[src/rtl/exp4_unidade_controle_pkg.sv]
// Shared definitions for the experiment 4 control unit:
// state codes, control bundle and the Moore output decode.
package exp4_unidade_controle_pkg;

    localparam int TIMEOUT_CICLOS_DEF = 5000;
    localparam int TMR_W_DEF          = 16;

    localparam logic [3:0] S_INICIAL     = 4'h0;
    localparam logic [3:0] S_PREPARACAO  = 4'h1;
    localparam logic [3:0] S_ESPERA      = 4'h2;
    localparam logic [3:0] S_REGISTRA    = 4'h4;
    localparam logic [3:0] S_COMPARACAO  = 4'h5;
    localparam logic [3:0] S_PROXIMO     = 4'h6;
    localparam logic [3:0] S_FIM_ACERTOU = 4'hA;
    localparam logic [3:0] S_FIM_ERROU   = 4'hE;
    localparam logic [3:0] S_FIM_TIMEOUT = 4'hD;

    typedef enum logic [3:0] {
        INICIAL     = S_INICIAL,
        PREPARACAO  = S_PREPARACAO,
        ESPERA      = S_ESPERA,
        REGISTRA    = S_REGISTRA,
        COMPARACAO  = S_COMPARACAO,
        PROXIMO     = S_PROXIMO,
        FIM_ACERTOU = S_FIM_ACERTOU,
        FIM_ERROU   = S_FIM_ERROU,
        FIM_TIMEOUT = S_FIM_TIMEOUT
    } estado_t;

    typedef struct packed {
        logic zera_c;
        logic conta_c;
        logic zera_r;
        logic registra_r;
        logic pronto;
        logic acertou;
        logic errou;
        logic timeout;
    } ctl_t;

    function automatic ctl_t saidas(estado_t e);
        ctl_t c;
        c = '0;
        case (e)
            PREPARACAO: begin
                c.zera_c = 1'b1;
                c.zera_r = 1'b1;
            end
            REGISTRA:    c.registra_r = 1'b1;
            PROXIMO:     c.conta_c = 1'b1;
            FIM_ACERTOU: begin
                c.pronto  = 1'b1;
                c.acertou = 1'b1;
            end
            FIM_ERROU: begin
                c.pronto = 1'b1;
                c.errou  = 1'b1;
            end
            FIM_TIMEOUT: begin
                c.pronto  = 1'b1;
                c.timeout = 1'b1;
            end
            default: ;
        endcase
        return c;
    endfunction

endpackage

[src/rtl/exp4_unidade_controle_edge_detector.sv]
// Registered rising-edge detector: pulso is high while sinal is 1
// and was 0 on the previous clock edge.
module exp4_unidade_controle_edge_detector (
    input  logic clock,
    input  logic reset,
    input  logic sinal,
    output logic pulso
);

    logic anterior;

    always_ff @(posedge clock) begin
        if (reset) begin
            anterior <= 1'b0;
        end else begin
            anterior <= sinal;
        end
    end

    assign pulso = sinal & ~anterior;

endmodule

[src/rtl/exp4_unidade_controle.sv]
// Moore control FSM for the experiment 4 datapath: counter,
// ROM, switch register and comparator, with a play timeout.
module exp4_unidade_controle
    import exp4_unidade_controle_pkg::*;
#(
    parameter int TIMEOUT_CICLOS = TIMEOUT_CICLOS_DEF,
    parameter int TMR_W          = TMR_W_DEF
) (
    input  logic       clock,
    input  logic       reset,
    input  logic       iniciar,
    input  logic       jogada,
    input  logic       chavesIgualMemoria,
    input  logic       fimC,
    output logic       zeraC,
    output logic       contaC,
    output logic       zeraR,
    output logic       registraR,
    output logic       pronto,
    output logic       acertou,
    output logic       errou,
    output logic       timeout,
    output logic [3:0] db_estado
);

    localparam logic [TMR_W-1:0] TMR_FIM = TMR_W'(TIMEOUT_CICLOS - 1);
    localparam bit TMR_EN = (TIMEOUT_CICLOS > 0);

    estado_t          estado;
    estado_t          proximo;
    ctl_t             ctl;
    logic [TMR_W-1:0] tmr;
    logic             jogada_pulso;
    logic             expirou;

    exp4_unidade_controle_edge_detector u_borda (
        .clock (clock),
        .reset (reset),
        .sinal (jogada),
        .pulso (jogada_pulso)
    );

    assign expirou = TMR_EN && (tmr == TMR_FIM);

    always_comb begin
        proximo = INICIAL;
        case (estado)
            INICIAL:    proximo = iniciar ? PREPARACAO : INICIAL;
            PREPARACAO: proximo = ESPERA;
            ESPERA: begin
                if (jogada_pulso) begin
                    proximo = REGISTRA;
                end else if (expirou) begin
                    proximo = FIM_TIMEOUT;
                end else begin
                    proximo = ESPERA;
                end
            end
            REGISTRA: proximo = COMPARACAO;
            COMPARACAO: begin
                // a mismatch ends the game even on the last address
                if (!chavesIgualMemoria) begin
                    proximo = FIM_ERROU;
                end else if (fimC) begin
                    proximo = FIM_ACERTOU;
                end else begin
                    proximo = PROXIMO;
                end
            end
            PROXIMO: proximo = ESPERA;
            FIM_ACERTOU,
            FIM_ERROU,
            FIM_TIMEOUT: proximo = iniciar ? PREPARACAO : estado;
            default:     proximo = INICIAL;
        endcase
    end

    // outputs are decoded from the next state so they leave a flop
    always_ff @(posedge clock) begin
        if (reset) begin
            estado <= INICIAL;
            ctl    <= '0;
            tmr    <= '0;
        end else begin
            estado <= proximo;
            ctl    <= saidas(proximo);
            if (estado == ESPERA && proximo == ESPERA) begin
                tmr <= tmr + 1'b1;
            end else begin
                tmr <= '0;
            end
        end
    end

    assign zeraC     = ctl.zera_c;
    assign contaC    = ctl.conta_c;
    assign zeraR     = ctl.zera_r;
    assign registraR = ctl.registra_r;
    assign pronto    = ctl.pronto;
    assign acertou   = ctl.acertou;
    assign errou     = ctl.errou;
    assign timeout   = ctl.timeout;
    assign db_estado = estado;

endmodule

[config.mk]
export PLATFORM = sky130hd
export DESIGN_NAME = exp4_unidade_controle
export DESIGN_NICKNAME = d
export VERILOG_FILES = /design/src/rtl/exp4_unidade_controle_pkg.sv /design/src/rtl/exp4_unidade_controle_edge_detector.sv /design/src/rtl/exp4_unidade_controle.sv
export SDC_FILE = /design/constraint.sdc
export NUM_CORES = 1
export LEC_CHECK = 0
export BUFFER_PORTS_ARGS = -buffer_cell sky130_fd_sc_hd__buf_4
export CAP_MARGIN = 40
export CORE_UTILIZATION = 56
export CTS_CLUSTER_SIZE = 8
export DETAILED_ROUTE_END_ITERATION = 8
export PLACE_DENSITY = 0.77
export SLEW_MARGIN = 20
export SYNTH_ARGS = -nofsm -noshare
export SYNTH_HDL_FRONTEND = slang
export SYNTH_SLANG_ARGS = --single-unit
[constraint.sdc]
create_clock -name clock -period 2.25 [get_ports clock]
set_clock_uncertainty 0.2 [all_clocks]
set_input_delay 0.45 -clock clock [delete_from_list [all_inputs] [get_ports clock]]
set_output_delay 0.45 -clock clock [all_outputs]
set_load 0.05 [all_outputs]
== Yosys cells after proc, flatten, opt, wreduce, memory -nomap -nowiden ==
Cells that the tools add are included.
Storage, ports and cells
  register bits after elaboration: 28
  input bits: 6
  output and inout bits: 12
  logic and storage cells: 50
Operators by class
  add/subtract/negate cells: 1
  eq/ne operators: 16
  muxes and demuxes: 14
  bitwise logic cells: 3
  reduce and logical (&&, ||, !) cells: 6
Operator list (count)
  equality test 4 bit (second input constant): 6
  case mux 4 bit (6 select lines): 1
  equality test 4 x 3 -> 1 bit (second input constant): 5
  two-way mux 4 bit: 5
  adder 16 x 1 -> 16 bit (second input constant): 1
  equality test 16 x 13 -> 1 bit (second input constant): 1
  equality test 4 x 1 -> 1 bit (second input constant): 2
  equality test 4 x 2 -> 1 bit (second input constant): 2
  two-way mux 1 bit: 8
  OR reduction 3 bit: 2
  logical NOT 4 bit: 1
  OR reduction 2 bit: 2
  inverter 1 bit: 2
  AND 1 bit: 1
  logical AND 1 bit: 1

== Logic depth before layout (Yosys ltp) ==
  word-level depth: 8
  mapped depth: 6
  depth with buffers taken out: 5

== By module ==
A second synthesis with hierarchy kept.
Second synthesis, totals
  cells, all modules: 137
  area, all modules: 1261.2 sq um
By module, submodules not included
  exp4_unidade_controle: times used 1, cells an instance 134, area an instance 1213.7 sq um, seq. area each 540.5 sq um
  exp4_unidade_controle_edge_detector: times used 1, cells an instance 3, area an instance 47.5 sq um, seq. area each 20.0 sq um

== Worst setup path after synthesis ==
No wires, ideal clock.
  kind: reg-to-reg
  from: register estado[1], in the netlist db_estado[1]
  to: register tmr[2]
  setup time: 0.062 ns
  arrival: 1.863 ns
  data required time: 1.988 ns
  setup slack: 0.125 ns
  stages on the path, launching flop included: 7
  buffers on the path: 2
  period minus slack after synthesis: 2.125 ns
  path through: dfxtp_1 > buf_4 > or4b_4 > nor2_8 > nand3b_4 > buf_12 > nor2_4
On the way
  word-level cells in the longest chain between the ends: 7
  elaborated cells on any way between the ends: 17
  classes of those cells: eq/ne (9); mux (2); bitwise (1); reduce/logical (5)
Ends and longest elaborated chain
  start, declared: RTL line exp4_unidade_controle.sv:29  | estado_t estado;
  start signal, assigned: RTL line exp4_unidade_controle.sv:85  | estado <= proximo;
  equality test 4 bit (tied with other cells): RTL line exp4_unidade_controle.sv:47  | case (estado)
  OR reduction 3 bit / OR reduction 2 bit (equally long branches)
  case mux 4 bit (6 select lines): RTL line exp4_unidade_controle.sv:47
  equality test 4 x 2 -> 1 bit: RTL line exp4_unidade_controle.sv:87  | if (estado == ESPERA && proximo == ESPERA) begin
  logical AND 1 bit (*): RTL line exp4_unidade_controle.sv:87
  inverter 1 bit (no line) (*)
  OR reduction 2 bit (no line) (*)
  end signal, assigned: RTL line exp4_unidade_controle.sv:88  | tmr <= tmr + 1'b1;
  end, declared: RTL line exp4_unidade_controle.sv:32  | logic [TMR_W-1:0] tmr;
Mark *: on every way between the ends. The rest lies on a longest branch, timed or not.
A chain may end at the register's enable or synchronous reset.

== Worst setup path after layout ==
  from: register tmr[0]
  to: register estado[3], in the netlist db_estado[3]
On the way
  word-level cells in the longest chain between the ends: 4
Ends and longest elaborated chain
  equality test 16 x 13 -> 1 bit: RTL line exp4_unidade_controle.sv:43  | assign expirou = TMR_EN && (tmr == TMR_FIM);
  two-way mux 4 bit: RTL line exp4_unidade_controle.sv:53  | end else if (expirou) begin
  two-way mux 4 bit: RTL line exp4_unidade_controle.sv:51  | if (jogada_pulso) begin
  case mux 4 bit (6 select lines): RTL line exp4_unidade_controle.sv:47
No other way between the ends.

==> metrics.md <==
| Metric | Value |
|---|---|
| Nets | 167 |
| Placed Area | 1580 µm² |
| Non-filler cells, final | 189 |
| # diodes | 0 |
| Syn nets | 153 |
| Fmax | 488 MHz |
| Synth Area per Inst | 10.1 µm² |
| Post-CTS Setup Repair Bufs | 0 |
| Die W | 53.4 µm |
| Layout cells sized above 1 | 0.270 |
| Residual DRC | 0 |
| Synthesis warning total | 0 |
| Status | complete, no violations |
| Yosys reg bits | 28 |
| Worst Max-Slew Pin Slew | 0.604 ns |
| Hold Fails Final Rpt | 0 |
| Worst Setup End Kind | flop |
| Post-synth EDFFs | 0 |
| Core ar. | 2480 µm² |
| PwrDens | 573 nW/µm² |
| First-pass GRT wire length | 4370 µm |
| CP Data Arrival Time | 2.06 ns |
| RSZ-0062 raised after global routing | false |
| Antenna Nets Post-Route | 0 |
| Final core occ | 0.658 |
| CTS buffer count | 3 |
| Met1 GRT Util | 0.224 |
| Async S/R FF share, synth | 0 |
| Tot Pwr | 0.933 mW |
| Crit start category | flop |
| HPWL Detailed | 1960 µm |
| Peak supply drop | 0.419 mV |
| PnR worst setup slack | 0.203 ns |
| Pin count of the biggest net entering global routing | 17 |
| Synth top area cells | dfxtp_1, nor2_4, xor2_1 |
| Worst skew pair latency | 0.32 ns |
| Finished Cell Area | 1630 µm² |
| Post-Syn Area | 1480 µm² |
| Post-CTS resize count | 0 |
| Vias | 1,118 |
| Port bufs | 17 |
| Place WS | 0.198 ns |
| Tcrit/Tclk final | 0.910 |
| Yosys top cell area share | 0.379 |
| GR Overflow Total | 0 |
| Initial core utilization | 0.596 |
| Dominant cell type by area after synthesis | dfxtp_1 |
| # hold bufs at CTS | 0 |
| Worst Path Max Fanout | 6 |
| Max_slew headroom | 0.595 |
| GR Util met3 | 0.0345 |
| Die H | 53.4 µm |
| Maxcap violations | 0 |
| Static Leak | 0.600 nW |
| Commonest register cell after synthesis | dfxtp_1 |
| Crit path kind | flop to flop |
| Routed wire length per instance | 13.9 µm |
| Max clock buf depth | 2 |
| Antenna violations before repair | 0 |
| H-tree lvl count | 1 |
| M2 GR Usage | 0.396 |
| Setup Total Neg Slack | 0 ns |
| Count of pins over their slew limit | 0 |
| Area growth from synthesis to layout | 10.2% |
| I/O pin cnt | 18 |
| CTS tree | yes |
| Clock root buffer | clkbuf_4 |
| Via density | 5.92 |
| Gr busiest metal | met2 |
| Top-count cell post-synth | dfxtp_1 |
| Synth Instances | 146 |
| Gr usage total | 0.210 |
| Final setup fails | 0 |
| Register area share after synthesis | 0.379 |
| Hold Crit Class | input pin to flop |
| WHS | 0.182 ns |
| DR pass1 iterations | 4 |
| DRT iter0 DRCs | 15 |
| Fin crit period | 2.05 ns |
| Die ar. | 2850 µm² |
| Vias in the first global route | 1,022 |
| Placed Instances | 185 |
| WL final | 2630 µm |
| Synth cell count leaders | dfxtp_1, xor2_1, nor2_4 |
| GP Congestion | 0.771 |
| CTS clock-pin slew for the worst setup and hold paths | 0.15 ns |
| Row count | 18 |
| Required @ worst endpoint | 2.26 ns |
| Clk sink count | 28 |
| Synth unique cells | 46 |
[layout by cell type (no fill, tap or decap), drive strengths merged, types with 3 or more instances in the layout]
cell type,n
nand3,7
a211oi,4
nor2,20
nand2,3
o21ai,4
a21oi,6
nor4,4
clkbuf,3
nand4,6
a211o,3
dfxtp,28
and3,4
and4,4
buf,17
and2,4
xor2,11
[cell families (layout without fill, tap and decap cells)]
group           count (synthesis)  after routing  synth area share
fa+ha+maj                       1              1           0.00847
flops                          28             28             0.379
buf+inv                        10             23            0.0500
simple gates                   72             72             0.373
compound gates                 23             23             0.118
xor+xnor                       12             12            0.0711
[critical path: stages (launching register included)]
cell and delay, ns:
dfxtp_1 0.39, ha_1 0.27, and4_1 0.23, and4_1 0.22, a211oi_1 0.54, nor2_1 0.10
[routing by layer]
layer  vias to the layer above  share of wire
met5                         -              0
met2                        22           0.55
met1                       534           0.41
met3                         4          0.029
li1                        558              -
met4                         0          0.010
[power by group]
part / switching (mW) / internal (mW)
combinational: 0.0629 / 0.0377
sequential: 0.0106 / 0.503
clock: 0.139 / 0.180
[flip-flops by register name, indices dropped and copies added (netlist names)]
signal            cells
pronto                1
tmr                  16
zeraR                 1
errou                 1
db_estado             4
acertou               1
u_borda.anterior      1
registraR             1
timeout               1
contaC                1
[worst paths after layout]
kind,start,endpoint,slack (ns),depth (start not counted)
worst max-delay path,tmr[0],db_estado[3],0.20,5
worst min-delay path,jogada,u_borda.anterior,0.18,2
worst max register to register,tmr[0],db_estado[3],0.20,5
worst min register to register,tmr[15],tmr[15],0.31,2
[layout make-up]
cell class | count | area (µm²)
Clock buffer | 3 | 22.5
Clock inverter | 1 | 30.0
Fill cell | 235 | 848
Inverter | 2 | 7.51
Multi-Input combinational cell | 108 | 843
Sequential cell | 28 | 561
Tap cell | 30 | 37.5
Timing Repair Buffer | 17 | 128
No activity file was read; power rests on OpenSTA's default activity.
